## src/rtl/keccak_squeeze_serializer.sv

```systemverilog
// Captures a permuted 5x5x64 Keccak state and streams its rate lanes, one lane per handshake, re-requesting states until the lane count is met.
// Optional SQUEEZE_ZEROIZE_EN clears the capture register and lane_o at block/request exit.
module keccak_squeeze_serializer #(
  parameter int RATE_LANES = 17,
  parameter int LEN_W      = 16
) (
  input  logic                     clk,
  input  logic                     rst_n,
  input  logic                     start_i,
  input  logic [LEN_W-1:0]         req_lanes_i,
  input  logic                     state_valid_i,
  output logic                     state_ready_o,
  input  logic [4:0][4:0][63:0]    state_array_in,
  output logic [63:0]              lane_o,
  output logic                     lane_valid_o,
  input  logic                     lane_ready_i,
  output logic                     lane_last_o,
  output logic                     busy_o,
  output logic                     done_o
);

  typedef enum logic [1:0] {IDLE, WAIT_STATE, STREAM} state_t;

  localparam logic [4:0]       LAST_IDX = 5'(RATE_LANES - 1);
  localparam logic [LEN_W-1:0] ONE      = LEN_W'(1);

  state_t                  state;
  logic [LEN_W-1:0]        remaining;
  logic [4:0]              lane_idx;
  logic [2:0]              lane_x;
  logic [2:0]              lane_y;
  logic [4:0][4:0][63:0]   cap;

  logic [2:0]              nx_x;
  logic [2:0]              nx_y;
  logic [LEN_W-1:0]        rem_dec;
  logic                    accept;

  // x/y counters track lane_idx so the [i mod 5][i div 5] lookup needs no divider
  always_comb begin
    nx_x = lane_x + 3'd1;
    nx_y = lane_y;
    if (lane_x == 3'd4) begin
      nx_x = 3'd0;
      nx_y = lane_y + 3'd1;
    end
  end

  assign rem_dec = (remaining != '0) ? (remaining - ONE) : '0;
  assign accept  = (state == STREAM) && lane_valid_o && lane_ready_i;

  always_ff @(posedge clk or negedge rst_n) begin
    if (!rst_n) begin
      state         <= IDLE;
      remaining     <= '0;
      lane_idx      <= '0;
      lane_x        <= '0;
      lane_y        <= '0;
      cap           <= '0;
      lane_o        <= '0;
      lane_valid_o  <= 1'b0;
      lane_last_o   <= 1'b0;
      state_ready_o <= 1'b0;
      busy_o        <= 1'b0;
      done_o        <= 1'b0;
    end else begin
      done_o <= 1'b0;
      case (state)
        IDLE: begin
          if (start_i) begin
            if (req_lanes_i != '0) begin
              remaining     <= req_lanes_i;
              state         <= WAIT_STATE;
              state_ready_o <= 1'b1;
              busy_o        <= 1'b1;
            end else begin
              done_o <= 1'b1;
            end
          end
        end
        WAIT_STATE: begin
          if (state_valid_i && state_ready_o) begin
            cap           <= state_array_in;
            lane_idx      <= '0;
            lane_x        <= '0;
            lane_y        <= '0;
            lane_o        <= state_array_in[0][0];
            lane_valid_o  <= 1'b1;
            lane_last_o   <= (remaining == ONE);
            state_ready_o <= 1'b0;
            state         <= STREAM;
          end
        end
        STREAM: begin
          if (accept) begin
            remaining <= rem_dec;
            lane_idx  <= lane_idx + 5'd1;
            if (rem_dec == '0) begin
              state        <= IDLE;
              lane_valid_o <= 1'b0;
              lane_last_o  <= 1'b0;
              busy_o       <= 1'b0;
              done_o       <= 1'b1;
`ifdef SQUEEZE_ZEROIZE_EN
              cap          <= '0;
              lane_o       <= '0;
`endif
            end else if (lane_idx == LAST_IDX) begin
              state         <= WAIT_STATE;
              lane_valid_o  <= 1'b0;
              lane_last_o   <= 1'b0;
              state_ready_o <= 1'b1;
`ifdef SQUEEZE_ZEROIZE_EN
              cap           <= '0;
              lane_o        <= '0;
`endif
            end else begin
              lane_x      <= nx_x;
              lane_y      <= nx_y;
              lane_o      <= cap[nx_x][nx_y];
              lane_last_o <= (rem_dec == ONE);
            end
          end
        end
        default: state <= IDLE;
      endcase
    end
  end

endmodule

```

## config.mk

```make
export PLATFORM = sky130hd
export DESIGN_NAME = keccak_squeeze_serializer
export DESIGN_NICKNAME = d
export VERILOG_FILES = /design/src/rtl/keccak_squeeze_serializer.sv
export SDC_FILE = /design/constraint.sdc
export NUM_CORES = 2
export LEC_CHECK = 0
export ABC_AREA = 1
export CORE_AREA = 4 4 659 661
export DETAILED_ROUTE_END_ITERATION = 10
export DIE_AREA = 0 0 663 665
export PLACE_DENSITY = 0.36
export SLEW_MARGIN = 30
export SYNTH_ARGS = -nofsm -noshare
export SYNTH_HDL_FRONTEND = slang
export SYNTH_SLANG_ARGS = --single-unit
```

## constraint.sdc

```tcl
create_clock -name clk -period 2.75 [get_ports clk]
set_clock_uncertainty 0.05 [all_clocks]
set_input_delay 0.4125 -clock clk [delete_from_list [all_inputs] [get_ports clk]]
set_output_delay 0.4125 -clock clk [all_outputs]
set_load 0.02 [all_outputs]
```

# [After elaboration in Yosys (flattened, before gate mapping)]
# Cells that the tools add are included.
# W data, S select, Z words.
[word_totals] register_bits=1698 inputBits=1621 out_inout_bits=69 word_cells=135
[op_classes] n_addsub=4 order_cmp=2 eq_ne=15 n_mux=60 n_reduce_logical=18
[ops] op="$bmux W320 S3" count=1
[ops] op="$mux W320" count=1
[ops] op="$mux W64" count=5
[ops] op="$bmux W64 S3" count=1
[ops] op="$pmux W64 S2" count=1
[ops] op="$mux W16" count=4
[ops] op="$eq A16 B1 Y1 const B" count=2
[ops] op="$pmux W16 S2" count=1
[ops] op="$reduce_bool A16 Y1" count=2
[ops] op="$mux W3" count=9
[ops] op="$mux W1" count=20
[ops] op="$logic_not A16 Y1" count=1
[ops] op="$sub A16 B1 Y16 const B" count=1
[ops] op="$reduce_and A5 Y1" count=3
[ops] op="$mux W2" count=6
[ops] op="$ne A2 B2 Y1 const B" count=6
[ops] op="$pmux W3 S2" count=2
[ops] op="$mux W5" count=2
[ops] op="$pmux W5 S2" count=1
[ops] op="$lt A3 B4 Y1 const B" count=2
[ops] op="$pmux W1 S2" count=4
[ops] op="$reduce_and A4 Y1" count=2
[ops] op="$reduce_and A7 Y1" count=1
[ops] op="$add A3 B1 Y3 const B" count=2
[ops] op="other kinds (15)" count=19

# [Longest topological paths before layout]
[logic_depth] word_depth=10 mapped_depth=20 depth_no_buf=15

# [Worst setup path before layout]
# Ideal clock, no wire load.
[synth_path] path_kind="reg2reg" startpoint="register lane_x[0]" endpoint="register lane_o[25]" t_arrival_ps=2704 required_time_ps=2584 setup_slack_ps=-120 stages_incl_launch_ff=17 path_cell_list="dfrtp_1 inv_2 clkbuf_1 buf_1 ha_1 nand2_2 buf_6 o21ai_4 buf_2 buf_1 nand3_1 nand3_1 nand2_1 nand2_1 a21oi_1 nand2_1 nand2_1"
[synth_between] elab_chain_len=10 word_cells_on_any_way=12 classes_between="add/sub (1); eq/ne (1); mux (10)"
[synth_lines] element="start: declaration" line="30" text="logic [2:0] lane_x;"
[synth_lines] element="start signal: assignment" line="118" text="lane_x <= nx_x;"
[synth_lines] element="$add A3 B1 Y3 / $eq A3 B3 Y1 (equally long branches)" line="41, 43"
[synth_lines] element="$mux W3" line="43" text="if (lane_x == 3'd4) begin"
[synth_lines] element="$bmux W320 S3" line="120" text="lane_o <= cap[nx_x][nx_y];"
[synth_lines] element="$mux W320 (not written as such)" line="120"
[synth_lines] element="$bmux W64 S3 *" line="120"
[synth_lines] element="$mux W64 (not written as such) *" line="120"
[synth_lines] element="$mux W64 *" line="108" text="end else if (lane_idx == LAST_IDX) begin"
[synth_lines] element="$mux W64 *" line="98" text="if (rem_dec == '0) begin"
[synth_lines] element="$mux W64 *" line="95" text="if (accept) begin"
[synth_lines] element="$pmux W64 S2 *" line="68" text="case (state)"
[synth_lines] element="end signal: assignment" line="87" text="lane_o <= state_array_in[0][0];"
[synth_lines] element="end signal: assignment" line="120"
[synth_lines] element="end: declaration" line="14" text="output logic [63:0] lane_o,"
# Every way passes the cells marked *; elsewhere a longest branch is shown, timed or not. The select of a mux whose other input is x is not followed.
# A chain may end at the register's enable or synchronous reset.

# [Worst setup path after layout]
[layout_path] startpoint="register lane_x[0]" endpoint="register lane_o[53]"
# Same word-level chain as after synthesis.

==> reports/qor.csv <==
stage,metric,value,unit
run_status,outcome,"finished, violations left",
run_status,violations,setup timing,
synthesis,avgSynthCellArea,8.09,sq um
setup_path,crit_top_cell,nand2_1,
clock_tree,cts_max_level,4,
routing,vias_per_cell,4.36,
final_layout,regArea,0.0425,sq mm
synthesis,yosys.area.top_type_share,51.5,%
setup_path,crit_required,3570,ps
routing,drt_first_pass_iters,7,
global_routing,grt_usage,23.6,%
run,maxCapViolations,0,
timing,finalSetupViolCount,56,
setup_path,worstSetupEndpointType,register,
power_and_ir_drop,power.leakage,0.0615,uW
timing,slew_headroom,43.8,%
timing,timing.final.crit_share,105,%
clock_tree,cts_root_buf,clkbuf_16,
synthesis,synth_xor_area_share,0.0212,%
power_and_ir_drop,power.internal,75200,uW
setup_path,critPathKind,reg -> reg,
final_layout,drive_gt1_share,15.0,%
clock_tree,clock_latency,960,ps
synthesis,synth_fp_nets,11800,
floorplan,die_w,663,um
synthesis,seq_area_frac_synth,51.5,%
synthesis,synthAdderAreaFrac,0.167,%
setup_path,critPathMaxStageDelay,500,ps
setup_path,critPathMaxFanout,22,
floorplan,die_area,0.441,sq mm
power_and_ir_drop,p_per_area,940,mW/mm^2
power_and_ir_drop,switchingPower,48600,uW
clock_tree,cts_num_sinks,1698,
power_and_ir_drop,sequentialPowerShare,33.1,%
synthesis,syn_inst,10200,
timing,setup_ws,-141,ps
min_path,min_from,state_array_in[149],
setup_path,crit_buf_inv,5,
synthesis,netlist_area,0.0826,sq mm
place,gp_congestion,0.870,
setup_path,crit_family,simple AND/OR/NAND/NOR gates,
global_routing,grt_overflow,0,
clock_tree,cts_buffers,222,
min_path,hp-class,in -> reg,
setup_path,worstReg2RegEnd,lane_o[53]$_DFFE_PN0P_,
timing,drv_slew,0,
global_routing,antenna_found_initial,239,
final_layout,final_common_cell,dfrtp_1,
setup_path,slowest_stage,dfrtp_4,
setup_path,r2r-start,lane_x[0]$_DFFE_PN0P_,
power_and_ir_drop,switching_share,39.3,%
synthesis,synth_warnings,0,
timing,tightest_slew,843,ps
timing,fmaxAchievable,346,MHz
final_layout,utilization,30.7,%
floorplan,rows,241,
global_routing,grt_first_pass_wirelength,723000,um
synthesis,synth_top_family_by_area,simple AND/OR/NAND/NOR gates,
final_layout,multiInputGateArea,0.0342,sq mm
setup_path,arrival,3710,ps
synthesis,synth_compound_area_share,12.0,%
final_layout,area_growth,59.5,%
clock_tree,clkTransAtPathRegs,60,ps
power_and_ir_drop,p_total,124000,uW
setup_path,crit_chain,inv_8 > ha_4 > nand2_8 > buf_4 > buf_12 > buf_12 > nand3_1 > nand3_1 > nand2_1 > nand2_1 > nand3_1 > buf_4 > nand3_2 > nand2_1 > nand2_1 > a21oi_1 > nand2_1 > nand2_1,
setup_path,critical_path_depth,18,
timing,rsz0062_at_grt,yes,
routing,via_count,83000,
min_path,hold_depth,3,
routing,drc,0,
setup_path,r2r_slack,-140,ps
timing,hold_viol,0,
global_routing,first_global_vias,83400,
floorplan,start_util,19.2,%
floorplan,die_y,665,um
global_routing,grt_max_degree,102,
setup_path,reg2reg_depth,18,
setup_path,critPathLaunchType,register,
final_layout,final_cell_mix,"dfrtp_1 (1,694), clkdlybuf4s50_1 (1,666), nand2_1 (1,655)",
synthesis,ys_seq_elements,1698,
power_and_ir_drop,ir_drop,0.000590,V
clock_tree,cts_tree,built,
synthesis,synth_cell_types,41,
place,dpl.hpwl,430000,um
min_path,whs_endpoint,cap[149]$_DFFE_PN0P_,
final_layout,num-nets-final,14700,
floorplan,io_pins,1690,
routing,routed_wl,543000,um
place,place_ws,-551,ps
routing,ant_nets,0,
synthesis,yosysTopAreaCell,dfrtp_1,
floorplan,coreArea,0.429,sq mm
power_and_ir_drop,p_clk_share,25.0,%
power_and_ir_drop,pwr-share-comb,41.9,%
timing,final.min_clock_period,2890,ps
synthesis,synthTopCellsByArea,"dfrtp_1 (51%), a21oi_1 (8.6%), nand2_1 (7.7%)",
synthesis,yosys.area_share.simple,21.2,%
synthesis,synth.area.mux_share,5.86,%
clock_tree,cts_buffer_depth,4,
routing,first_iter_violations,6200,
final_layout,n_fill_cell,46000,
routing,routedWlPerCell,28.5,um
place,portBuffers,1689,
timing,setup-tns-final,-3030,ps
-- state kept, by name, indices dropped and copies added (netlist names) --
signal and cells:
state_ready_o 1, lane_last_o 1, lane_o 64, cap 1600
lane_y 3, lane_valid_o 1, done_o 1, remaining 16
state 2, lane_idx 5, busy_o 1, lane_x 3
-- cells by family after synthesis --
| group | after synthesis |
|---|---|
| xor+xnor | 2 |
| flops | 1698 |
| buf+inv | 1984 |
| compound gates | 1870 |
| simple gates | 4217 |
| mux | 430 |
| fa+ha+maj | 11 |
-- layer usage --
| metal | global-route usage, % | vias to the layer above | wire length [um] |
|---|---|---|---|
| met5 | 0 | - | 520 |
| met4 | 7.90 | 86 | 20600 |
| met3 | 3.95 | 707 | 25900 |
| met2 | 40.3 | 2355 | 264000 |
| met1 | 29.9 | 41200 | 231000 |
| li1 | - | 38600 | - |
-- stage by stage --
step                instances  hold slack [ps]  area [sq um]
floorplan               10200             66.9         82600
global placement        17700              336        113000
detailed placement      17700              318        113000
CTS                     18900          0.00899        130000
global route            19000             13.1        132000
finish                  19000             72.1        132000
-- worst max path at each step --
stage / end / from / slack (ps)
global route: lane_o[38]$_DFFE_PN0P_ / lane_x[0]$_DFFE_PN0P_ / -270
detailed placement: lane_o[40]$_DFFE_PN0P_ / lane_x[0]$_DFFE_PN0P_ / -550
finish: lane_o[53]$_DFFE_PN0P_ / lane_x[0]$_DFFE_PN0P_ / -140
floorplan: lane_o[6]$_DFFE_PN0P_ / lane_x[0]$_DFFE_PN0P_ / 0.5
global placement: lane_o[46]$_DFFE_PN0P_ / lane_x[0]$_DFFE_PN0P_ / -600
CTS: lane_o[45]$_DFFE_PN0P_ / lane_x[0]$_DFFE_PN0P_ / -200
-- power by group through the flow --
stage | registers, uW | clock network, uW | logic [uW]
after floorplan | 40100 | 0 | 25300
after global placement | 41400 | 0 | 49000
after detailed placement | 41500 | 0 | 49300
after CTS | 41100 | 31900 | 51700
after global routing | 42100 | 32800 | 56900
final | 41000 | 31000 | 51900
-- layout make-up --
| cell class | instances | share of cell area (%) |
|---|---|---|
| flip-flops and latches | 1698 | 32.3 |
| clock buffers | 339 | 5.08 |
| inverters | 1253 | 3.59 |
| clock inverters | 66 | 0.652 |
| multi-input cells | 6531 | 26.0 |
| diodes | 106 | 0.201 |
| repair buffers | 3315 | 26.8 |
| well taps | 5710 | 5.42 |
-- synthesized netlist by cell type (all sizes together) --
library cell,n
nand2,1701
dfrtp,1698
a21oi,1415
nor2,1311
inv,1252
nand3,1125
clkbuf,505
mux2,430
o21ai,236
buf,226
o211ai,156
nor3,63
a31oi,29
o221ai,15
o22ai,14
ha,11
nand4,10
nor3b,3
o21bai,3
or2,2
xor2,2
a21boi,1
a21o,1
and2,1
and3,1
clkinv,1
-- tightest hold or removal path, cell delays in order --
cell	delay (ps)
clkdlybuf4s50_1	400
nor2_1	150
a21oi_1	60
-- repair_timing --
action,CTS,global route
pin swaps,22,42
resized for setup,260,236
hold buffers,762,0
hold endpoints to repair,1512,0
buffers inserted,17,22
endpoints found under the setup margin,86,65
cloned,15,15
No activity file was read; power rests on OpenSTA's default activity.
